## src/rtl/mips_fetch_pkg.sv

```systemverilog
// Shared types and constants for the MIPS fetch unit and its return-address stack.
package mips_fetch_pkg;

  typedef enum logic [2:0] {
    NPC_HOLD,
    NPC_SEQ,
    NPC_BR,
    NPC_JMP,
    NPC_RET
  } npc_sel_t;

  localparam int INSTR_BYTES = 4;
  localparam int JIDX_W      = 26;

endpackage

```

## src/rtl/return_addr_stack.sv

```systemverilog
// Circular return-address stack: push/pop, saturating count, sticky overflow/underflow.
module return_addr_stack
  import mips_fetch_pkg::*;
#(
  parameter int   ADDR_W    = 32,
  parameter int   RAS_DEPTH = 4,
  localparam int  PTR_W     = $clog2(RAS_DEPTH),
  localparam int  CNT_W     = PTR_W + 1
) (
  input  logic              clk,
  input  logic              rst,
  input  logic              push,
  input  logic              pop,
  input  logic [ADDR_W-1:0] push_data,
  output logic [ADDR_W-1:0] top,
  output logic [CNT_W-1:0]  count,
  output logic              empty,
  output logic              overflow,
  output logic              underflow
);

  logic [ADDR_W-1:0] mem [RAS_DEPTH];
  logic [PTR_W-1:0]  tos;
  logic [PTR_W-1:0]  tos_inc;
  logic [PTR_W-1:0]  wr_ptr;
  logic              full;
  logic              do_pop;

  assign empty   = (count == '0);
  assign full    = (count == CNT_W'(RAS_DEPTH));
  assign do_pop  = pop & ~empty;
  assign tos_inc = tos + PTR_W'(1);
  // Pop-then-push rewrites the current top in place instead of advancing.
  assign wr_ptr  = do_pop ? tos : tos_inc;
  assign top     = mem[tos];

  // NOTE: stack storage has no reset; entries are only read while count says they are live.
  always_ff @(posedge clk) begin
    if (push) begin
      mem[wr_ptr] <= push_data;
    end
  end

  // NOTE: sequential state uses non-blocking assignments so every register sees pre-edge values.
  always_ff @(posedge clk) begin
    if (rst) begin
      tos       <= '0;
      count     <= '0;
      overflow  <= 1'b0;
      underflow <= 1'b0;
    end else begin
      if (push && !do_pop) begin
        tos <= tos_inc;
        if (full) begin
          overflow <= 1'b1;
        end else begin
          count <= count + CNT_W'(1);
        end
      end else if (do_pop && !push) begin
        tos   <= tos - PTR_W'(1);
        count <= count - CNT_W'(1);
      end
      if (pop && empty) begin
        underflow <= 1'b1;
      end
    end
  end

endmodule

```

## src/rtl/mips_fetch_unit.sv

```systemverilog
// Program counter and next-PC selection for the MIPS single-cycle core.
// Define MIPS_FETCH_RAS_EN to build the return-address stack; otherwise jr always uses jr_target.
module mips_fetch_unit
  import mips_fetch_pkg::*;
#(
  parameter int                ADDR_W    = 32,
  parameter logic [ADDR_W-1:0] RESET_VEC = '0,
  parameter int                RAS_DEPTH = 4,
  localparam int               CNT_W     = $clog2(RAS_DEPTH) + 1
) (
  input  logic              clk,
  input  logic              rst,
  input  logic              stall,
  input  logic              branch,
  input  logic              zero,
  input  logic              jump,
  input  logic              link,
  input  logic              ret,
  input  logic [JIDX_W-1:0] jump_idx,
  input  logic [ADDR_W-1:0] se_imm,
  input  logic [ADDR_W-1:0] jr_target,
  output logic [ADDR_W-1:0] pc,
  output logic [ADDR_W-1:0] pc_plus4,
  output logic [CNT_W-1:0]  ras_count,
  output logic              ras_overflow,
  output logic              ras_underflow
);

  npc_sel_t          npc_sel;
  logic [ADDR_W-1:0] next_pc;
  logic [ADDR_W-1:0] br_target;
  logic [ADDR_W-1:0] jmp_target;
  logic [ADDR_W-1:0] ret_target;

  assign pc_plus4  = pc + ADDR_W'(INSTR_BYTES);
  assign br_target = pc_plus4 + (se_imm << 2);

  // With a 28-bit PC the jump index plus word offset fills the whole address.
  generate
    if (ADDR_W > JIDX_W + 2) begin : g_jmp_region
      assign jmp_target = {pc_plus4[ADDR_W-1:JIDX_W+2], jump_idx, 2'b00};
    end else begin : g_jmp_full
      assign jmp_target = {jump_idx, 2'b00};
    end
  endgenerate

`ifdef MIPS_FETCH_RAS_EN
  logic [ADDR_W-1:0] ras_top;
  logic              ras_empty;

  return_addr_stack #(
    .ADDR_W    (ADDR_W),
    .RAS_DEPTH (RAS_DEPTH)
  ) u_ras (
    .clk       (clk),
    .rst       (rst),
    .push      (link & ~stall),
    .pop       (ret & ~stall),
    .push_data (pc_plus4),
    .top       (ras_top),
    .count     (ras_count),
    .empty     (ras_empty),
    .overflow  (ras_overflow),
    .underflow (ras_underflow)
  );

  assign ret_target = ras_empty ? jr_target : ras_top;
`else
  logic unused_link;

  assign unused_link   = link;
  assign ret_target    = jr_target;
  assign ras_count     = '0;
  assign ras_overflow  = 1'b0;
  assign ras_underflow = 1'b0;
`endif

  // NOTE: defaulting npc_sel before the priority chain keeps this block free of latches.
  always_comb begin
    npc_sel = NPC_SEQ;
    if (stall) begin
      npc_sel = NPC_HOLD;
    end else if (jump) begin
      npc_sel = NPC_JMP;
    end else if (ret) begin
      npc_sel = NPC_RET;
    end else if (branch && zero) begin
      npc_sel = NPC_BR;
    end
  end

  always_comb begin
    next_pc = pc_plus4;
    unique case (npc_sel)
      NPC_HOLD: next_pc = pc;
      NPC_SEQ:  next_pc = pc_plus4;
      NPC_BR:   next_pc = br_target;
      NPC_JMP:  next_pc = jmp_target;
      NPC_RET:  next_pc = ret_target;
      default:  next_pc = pc_plus4;
    endcase
  end

  always_ff @(posedge clk) begin
    if (rst) begin
      pc <= RESET_VEC;
    end else begin
      pc <= next_pc;
    end
  end

endmodule

```

## config.mk

```make
export PLATFORM = sky130hd
export DESIGN_NAME = mips_fetch_unit
export DESIGN_NICKNAME = d
export VERILOG_FILES = /design/src/rtl/mips_fetch_pkg.sv /design/src/rtl/return_addr_stack.sv /design/src/rtl/mips_fetch_unit.sv
export SDC_FILE = /design/constraint.sdc
export NUM_CORES = 1
export LEC_CHECK = 0
export ABC_AREA = 1
export BUFFER_PORTS_ARGS = -buffer_cell sky130_fd_sc_hd__clkbuf_2
export CORE_UTILIZATION = 52
export DETAILED_ROUTE_END_ITERATION = 16
export PLACE_DENSITY = 0.88
export SLEW_MARGIN = 5
export SYNTH_ARGS = -nofsm -noshare
export SYNTH_HDL_FRONTEND = slang
export SYNTH_SLANG_ARGS = --single-unit
```

## constraint.sdc

```tcl
create_clock -name clk -period 3.15 [get_ports clk]
set_clock_uncertainty 0.15 [all_clocks]
set_input_delay 0.63 -clock clk [delete_from_list [all_inputs] [get_ports clk]]
set_output_delay 0.63 -clock clk [all_outputs]
set_load 0.02 [all_outputs]
```

==> flow_summary.toml, run 1 <==
[yosys]
seq_area_frac_synth = 0.136
syn-cell-area_um2 = 4730
synth_ff_type = "dfxtp_1"
async_reset_ff_frac = 0
synth-edff-count = 0
synth-seq-cells = 32
syn_inst = 827
synth_cell_types = 51
syn_avg_cell_area_um2 = 5.72
synth_warnings = 0

[critical_path]
worstPathArrival_ps = 3090
crit_path_start_kind = "flip-flop"
worstSetupPathType = "reg2reg"
cp-end-kind = "flip-flop"
r2r_cells = 24
required_ps = 3190
cp_max_fo = 5

[pwr]
pwr-share-seq = 0.262
ir_drop_mv = 0.256
pwr_density_cell_nw_per_um2 = 271
p_sw_w = 0.000827
power_frac_clock = 0.181
p_int_w = 0.000984
p_total_w = 0.00181
p_leak_nw = 3.52
p_comb_frac = 0.557
switching_share = 0.457

[clock_tree]
cts_tree = "built"
worstSkewPairLatency_ps = 300
root_buffer = "clkbuf_8"
htreeDepth = 2
clock-sinks = 32
cts_buffer_depth = 2
clk_transition_reported_paths_ps = 80
postCtsHoldBufs = 0
cts_buffers = 5

[floorplan]
die_y_um = 97.3
ios = 167
row_count = 34
core_um2 = 8760
start_util = 0.539
dieArea_um2 = 9480
die_w_um = 97.3

[global_routing]
globalRouteTotalUtil = 0.361
grt_start_max_net_pins = 43
antenna_found_initial = 0
grt_pass1_vias = 6006
globalRouteOverflowTotal = 0
grt_pass1_wl_mm = 27.5

[routing]
drtAntennaViolNets = 0
vias = 6625
route.detailed.drc = 0
avgRoutedWirePerCell_um = 16.0
first_pass_iters = 6
drt_iter0_markers = 577
avgViaCountPerCell = 5.71
wl_mm = 18.6

[timing]
finalSetupViolCount = 0
fmax_ghz = 0.328
tightest_slew_ps = 672
holdWs_ps = 342
timing.final.hold_violations = 0
max_slew_margin = 0.552
finalCritPeriodShare = 0.967
post-route-min-period_ps = 3050
tns_ps = 0
drv_slew = 0
rsz0062_at_grt = "true"

[final_layout]
top_register = "pc"
area_delta_synth_final_pct = 41.1
nets = 1185
diodes = 0
largest_reg_flops = 32
drive_above_1_share = 0.372
largestRegisters = "pc (32)"

[min_path]
whs_path_depth = 2
hp-class = "reg2reg"

[outcome]
status = "completed"

[placement]
gp_congestion = 0.943
port_buffers = 158
dp_hpwl_mm = 14.2

[flow_run]
cap_violations = 0
## power by group through the flow
stage / registers [W] / logic [W] / clock network (W)
floorplan: 0.000513 / 0.000503 / 0
global placement: 0.000476 / 0.000863 / 0
detailed placement: 0.000477 / 0.000879 / 0
CTS: 0.000469 / 0.000892 / 0.000327
global route: 0.000477 / 0.00109 / 0.000342
finish: 0.000475 / 0.00101 / 0.000327
## Yosys cell counts, types with 9 or more instances
master | n | area (um2)
o21ai_0 | 35 | 175
nand3_1 | 55 | 275
nand2_1 | 251 | 942
clkbuf_1 | 10 | 37.5
xor2_1 | 9 | 78.8
nand4_1 | 12 | 75.1
a21oi_1 | 58 | 290
nor2_1 | 74 | 278
dfxtp_1 | 32 | 641
inv_1 | 119 | 447
a22oi_1 | 20 | 150
ha_1 | 34 | 425
## logic make-up after synthesis
| group | share of synthesized area |
|---|---|
| other | 0.000793 |
| AND/OR/NAND/NOR | 0.412 |
| XOR/XNOR | 0.0365 |
| buffers and inverters | 0.134 |
| flip-flops | 0.136 |
| adder cells (fa/ha/maj) | 0.0942 |
| AO/OA/AOI/OAI | 0.187 |
## per-layer routing
| metal | vias up | part of all wire | global-route usage |
|---|---|---|---|
| met5 | - | 0 | 0 |
| met4 | 0 | 0.037 | 0.138 |
| met3 | 66 | 0.12 | 0.0784 |
| met2 | 434 | 0.46 | 0.610 |
| met1 | 2978 | 0.39 | 0.447 |
| li1 | 3147 | - | - |
## final timing paths
path	startpoint	end	slack (ps)
worst max register to register	pc[8]$_SDFFE_PP0P_	pc[31]$_SDFFE_PP0P_	100
worst max-delay path	pc[8]$_SDFFE_PP0P_	pc[31]$_SDFFE_PP0P_	100
worst min register to register	pc[1]$_SDFFE_PP0P_	pc[1]$_SDFFE_PP0P_	340
worst min-delay path	pc[1]$_SDFFE_PP0P_	pc[1]$_SDFFE_PP0P_	340
## area by class of cell
| class | instances | area (um2) |
|---|---|---|
| multi-input combinational | 649 | 3910 |
| fill | 689 | 2090 |
| timing repair buffer | 240 | 1410 |
| sequential | 32 | 671 |
| inverter | 124 | 465 |
| tap | 108 | 135 |
| clock buffer | 5 | 68.8 |
| clock inverter | 3 | 18.8 |
## cells in the final DEF, fill, tap and decap left out, types with 6 or more instances in the layout
cell type | synthesis | routed
a21oi_1 | 58 | 45
a21oi_2 | 1 | 14
o21ai_0 | 35 | 29
dfxtp_2 | 0 | 9
nor3_2 | 2 | 6
a22oi_1 | 20 | 20
ha_1 | 34 | 21
nand3b_1 | 6 | 6
xor2_1 | 9 | 6
buf_4 | 7 | 82
or2_2 | 6 | 6
inv_1 | 119 | 115
nand2_1 | 251 | 231
nor2_4 | 3 | 10
a41oi_1 | 7 | 7
clkbuf_2 | 0 | 158
nor2_2 | 8 | 26
ha_4 | 0 | 10
nand3_1 | 55 | 50
o21ai_1 | 5 | 9
nor2_1 | 74 | 49
inv_2 | 4 | 8
xnor2_1 | 7 | 6
nand3_2 | 2 | 7
nand4_1 | 12 | 12
dfxtp_1 | 32 | 18
nand2_2 | 7 | 24
## through the flow
step	instances	area, um2	setup slack (ps)	utilization
floorplan	831	4750	-18.5	-
global placement	1148	6090	18.2	0.695
detailed placement	1148	6090	-46.6	0.695
CTS	1156	6220	-12.2	0.709
global route	1161	6670	-97.7	0.761
finish	1161	6670	102	0.761
## critical path, cell delays in order (launching register included)
cell and delay, ps:
dfxtp_1 380, nand2_1 110, nor2_2 190, nand2_4 110, nor3_4 180, nand3_2 120
nand2_1 70, inv_1 40, or2_2 300, ha_4 310, nand2_2 90, inv_1 60
nand2_1 70, nand2_2 70, nand2_1 50, nand2_1 50, inv_1 40, nand2_2 70
inv_1 50, nand2_2 60, nand2_1 50, nand3_1 100, nand4_1 80, nand2_1 100
inv_1 40
## timing repair
item,CTS,global route
setup buffers,0,5
endpoints found under the setup margin,8,20
pin swaps,0,26
resized for setup,9,116
No activity file was read; power rests on OpenSTA's default activity.
==> inputs of run 2 (changes only) <==
--- a/config.mk
+++ b/config.mk
@@ -9,7 +9,7 @@
 export BUFFER_PORTS_ARGS = -buffer_cell sky130_fd_sc_hd__clkbuf_2
 export CORE_UTILIZATION = 52
 export DETAILED_ROUTE_END_ITERATION = 16
-export PLACE_DENSITY = 0.88
+export PLACE_DENSITY_LB_ADDON = 0.25
 export SLEW_MARGIN = 5
 export SYNTH_ARGS = -nofsm -noshare
 export SYNTH_HDL_FRONTEND = slang
==> flow_summary.toml, run 2 (synthesis gave the netlist of run 1 again) <==
[placement]
dp_hpwl_mm = 14.3
placedCellCount = 1159
dp_slack_ps = 11.1
port_buffers = 158
gp_congestion = 0.956

[final_layout]
area_delta_synth_final_pct = 46.4
final_common_cell = "nand2_1"
diodes = 0
drive_above_1_share = 0.397
nets = 1198
layoutNonFillerInstCount = 1174
largest_reg_flops = 32
top_register = "pc"
largestRegisters = "pc (32)"
layout_common_cells = "227 x nand2_1, 158 x clkbuf_2, 113 x inv_1, 94 x buf_4, 51 x nor2_1"
nFillCells = 651

[clock_tree]
worstSkewPairLatency_ps = 300
cts_buffer_depth = 2
cts_tree = "built"
clk_transition_reported_paths_ps = 70
htreeDepth = 2
root_buffer = "clkbuf_8"
cts_buffers = 5
clock-sinks = 32

[critical_path]
worst-path-buf-inv = 2
crit_path_start_kind = "flip-flop"
worstSetupPathType = "reg2reg"
worstPathArrival_ps = 3170
cp.depth = 18
r2r_cells = 18
required_ps = 3230
cpMaxStageDelayCell = "dfxtp_2"
r2r_end = "pc[28]$_SDFFE_PP0P_"
r2r_setup_slack_ps = 60
crit_top_cell = "nand2_1"
reg2reg_from = "pc[3]$_SDFFE_PP0P_"
cpLargestDelayFamily = "simple AND/OR/NAND/NOR gates"
cp-end-kind = "flip-flop"
path_cells = "buf_4 > nand2_1 > nor2_4 > nand2_4 > nor2_4 > nand3_1 > xor2_1 > inv_1 > ha_1 > a21oi_1 > o21ai_0 > a21oi_2 > nor2_1 > nor2_1 > nand2_1 > nand2_1 > nand3_2 > a21oi_2"
cp_max_fo = 4
slowest_delay_ps = 330
crit_end = "pc[28]$_SDFFE_PP0P_"
crit_start = "pc[3]$_SDFFE_PP0P_"

[global_routing]
antenna_found_initial = 0
globalRouteTotalUtil = 0.365
grt_pass1_vias = 5981
grt_start_max_net_pins = 43
grt_pass1_wl_mm = 27.9
globalRouteOverflowTotal = 0

[flow_run]
cap_violations = 0

[timing]
timing.final.hold_violations = 0
finalCritPeriodShare = 0.981
drv_slew = 0
post-route-min-period_ps = 3090
rsz0062_at_grt = "true"
finalSetupViolCount = 0
fmax_ghz = 0.324
tightest_slew_ps = 648
max_slew_margin = 0.568
holdWs_ps = 350
layout_setup_ws_ps = 60.7

[floorplan]
ios = 167
start_util = 0.539
die_w_um = 97.3
dieArea_um2 = 9480
core_um2 = 8760
row_count = 34
die_y_um = 97.3

[min_path]
hp-class = "reg2reg"
whs_path_depth = 2

[routing]
avgViaCountPerCell = 5.63
first_pass_iters = 5
drtAntennaViolNets = 0
avgRoutedWirePerCell_um = 16.4
vias = 6604
wl_mm = 19.2
drt_iter0_markers = 639
route.detailed.drc = 0

[pwr]
p_leak_nw = 3.62
ir_drop_mv = 0.260
pwr_density_cell_nw_per_um2 = 268
p_total_w = 0.00186

[outcome]
status = "completed"
-- run 2: how the worst min path moves through the flow --
stage / startpoint / endpoint
finish: pc[0]$_SDFFE_PP0P_ / pc[0]$_SDFFE_PP0P_
global route: pc[0]$_SDFFE_PP0P_ / pc[0]$_SDFFE_PP0P_
CTS: pc[1]$_SDFFE_PP0P_ / pc[1]$_SDFFE_PP0P_
detailed placement: pc[1]$_SDFFE_PP0P_ / pc[1]$_SDFFE_PP0P_
global placement: pc[1]$_SDFFE_PP0P_ / pc[1]$_SDFFE_PP0P_
floorplan: pc[0]$_SDFFE_PP0P_ / pc[0]$_SDFFE_PP0P_
-- run 2: repair_timing --
action,4_1_cts,5_1_grt
hold buffers,0,0
buffers inserted,0,7
gates resized for setup,3,146
pin swaps,0,33
setup endpoints to repair,5,17
-- run 2: metal layers --
metal	GRT usage	up-vias	wire (um)	share of wire
li1	-	3167	-	-
met1	0.499	2963	7630	0.40
met3	0.0403	66	2040	0.11
met2	0.594	408	8850	0.46
met5	0	-	0	0
met4	0.131	0	675	0.035
-- run 2: stage by stage --
stage / area, um2 / setup TNS, ps / utilization
after floorplan: 4750 / -29.7 / -
after global placement: 6170 / 0 / 0.704
after detailed placement: 6170 / 0 / 0.704
after CTS: 6280 / -3.88 / 0.716
after global routing: 6920 / -609 / 0.790
final: 6920 / 0 / 0.790
-- run 2: final cells by class --
| cell class | instances | area [um2] | share of cell area |
|---|---|---|---|
| multi-input cells | 649 | 4060 | 0.587 |
| repair buffers | 253 | 1510 | 0.218 |
| flip-flops and latches | 32 | 664 | 0.0960 |
| inverters | 124 | 465 | 0.0672 |
| well taps | 108 | 135 | 0.0195 |
| clock buffers | 5 | 68.8 | 0.00994 |
| clock inverters | 3 | 18.8 | 0.00271 |
-- run 2: worst min-delay path: stages, from the launching register on --
cell,delay (ps)
dfxtp_1,340
nand2_1,70
a21oi_1,50
-- run 2: power by group --
group | internal [W] | leakage (nW) | total [W] | switching (W)
registers | 0.000436 | 0.270 | 0.000474 | 0.0000377
logic | 0.000419 | 3.30 | 0.00105 | 0.000632
clock network | 0.000154 | 0.0479 | 0.000331 | 0.000177
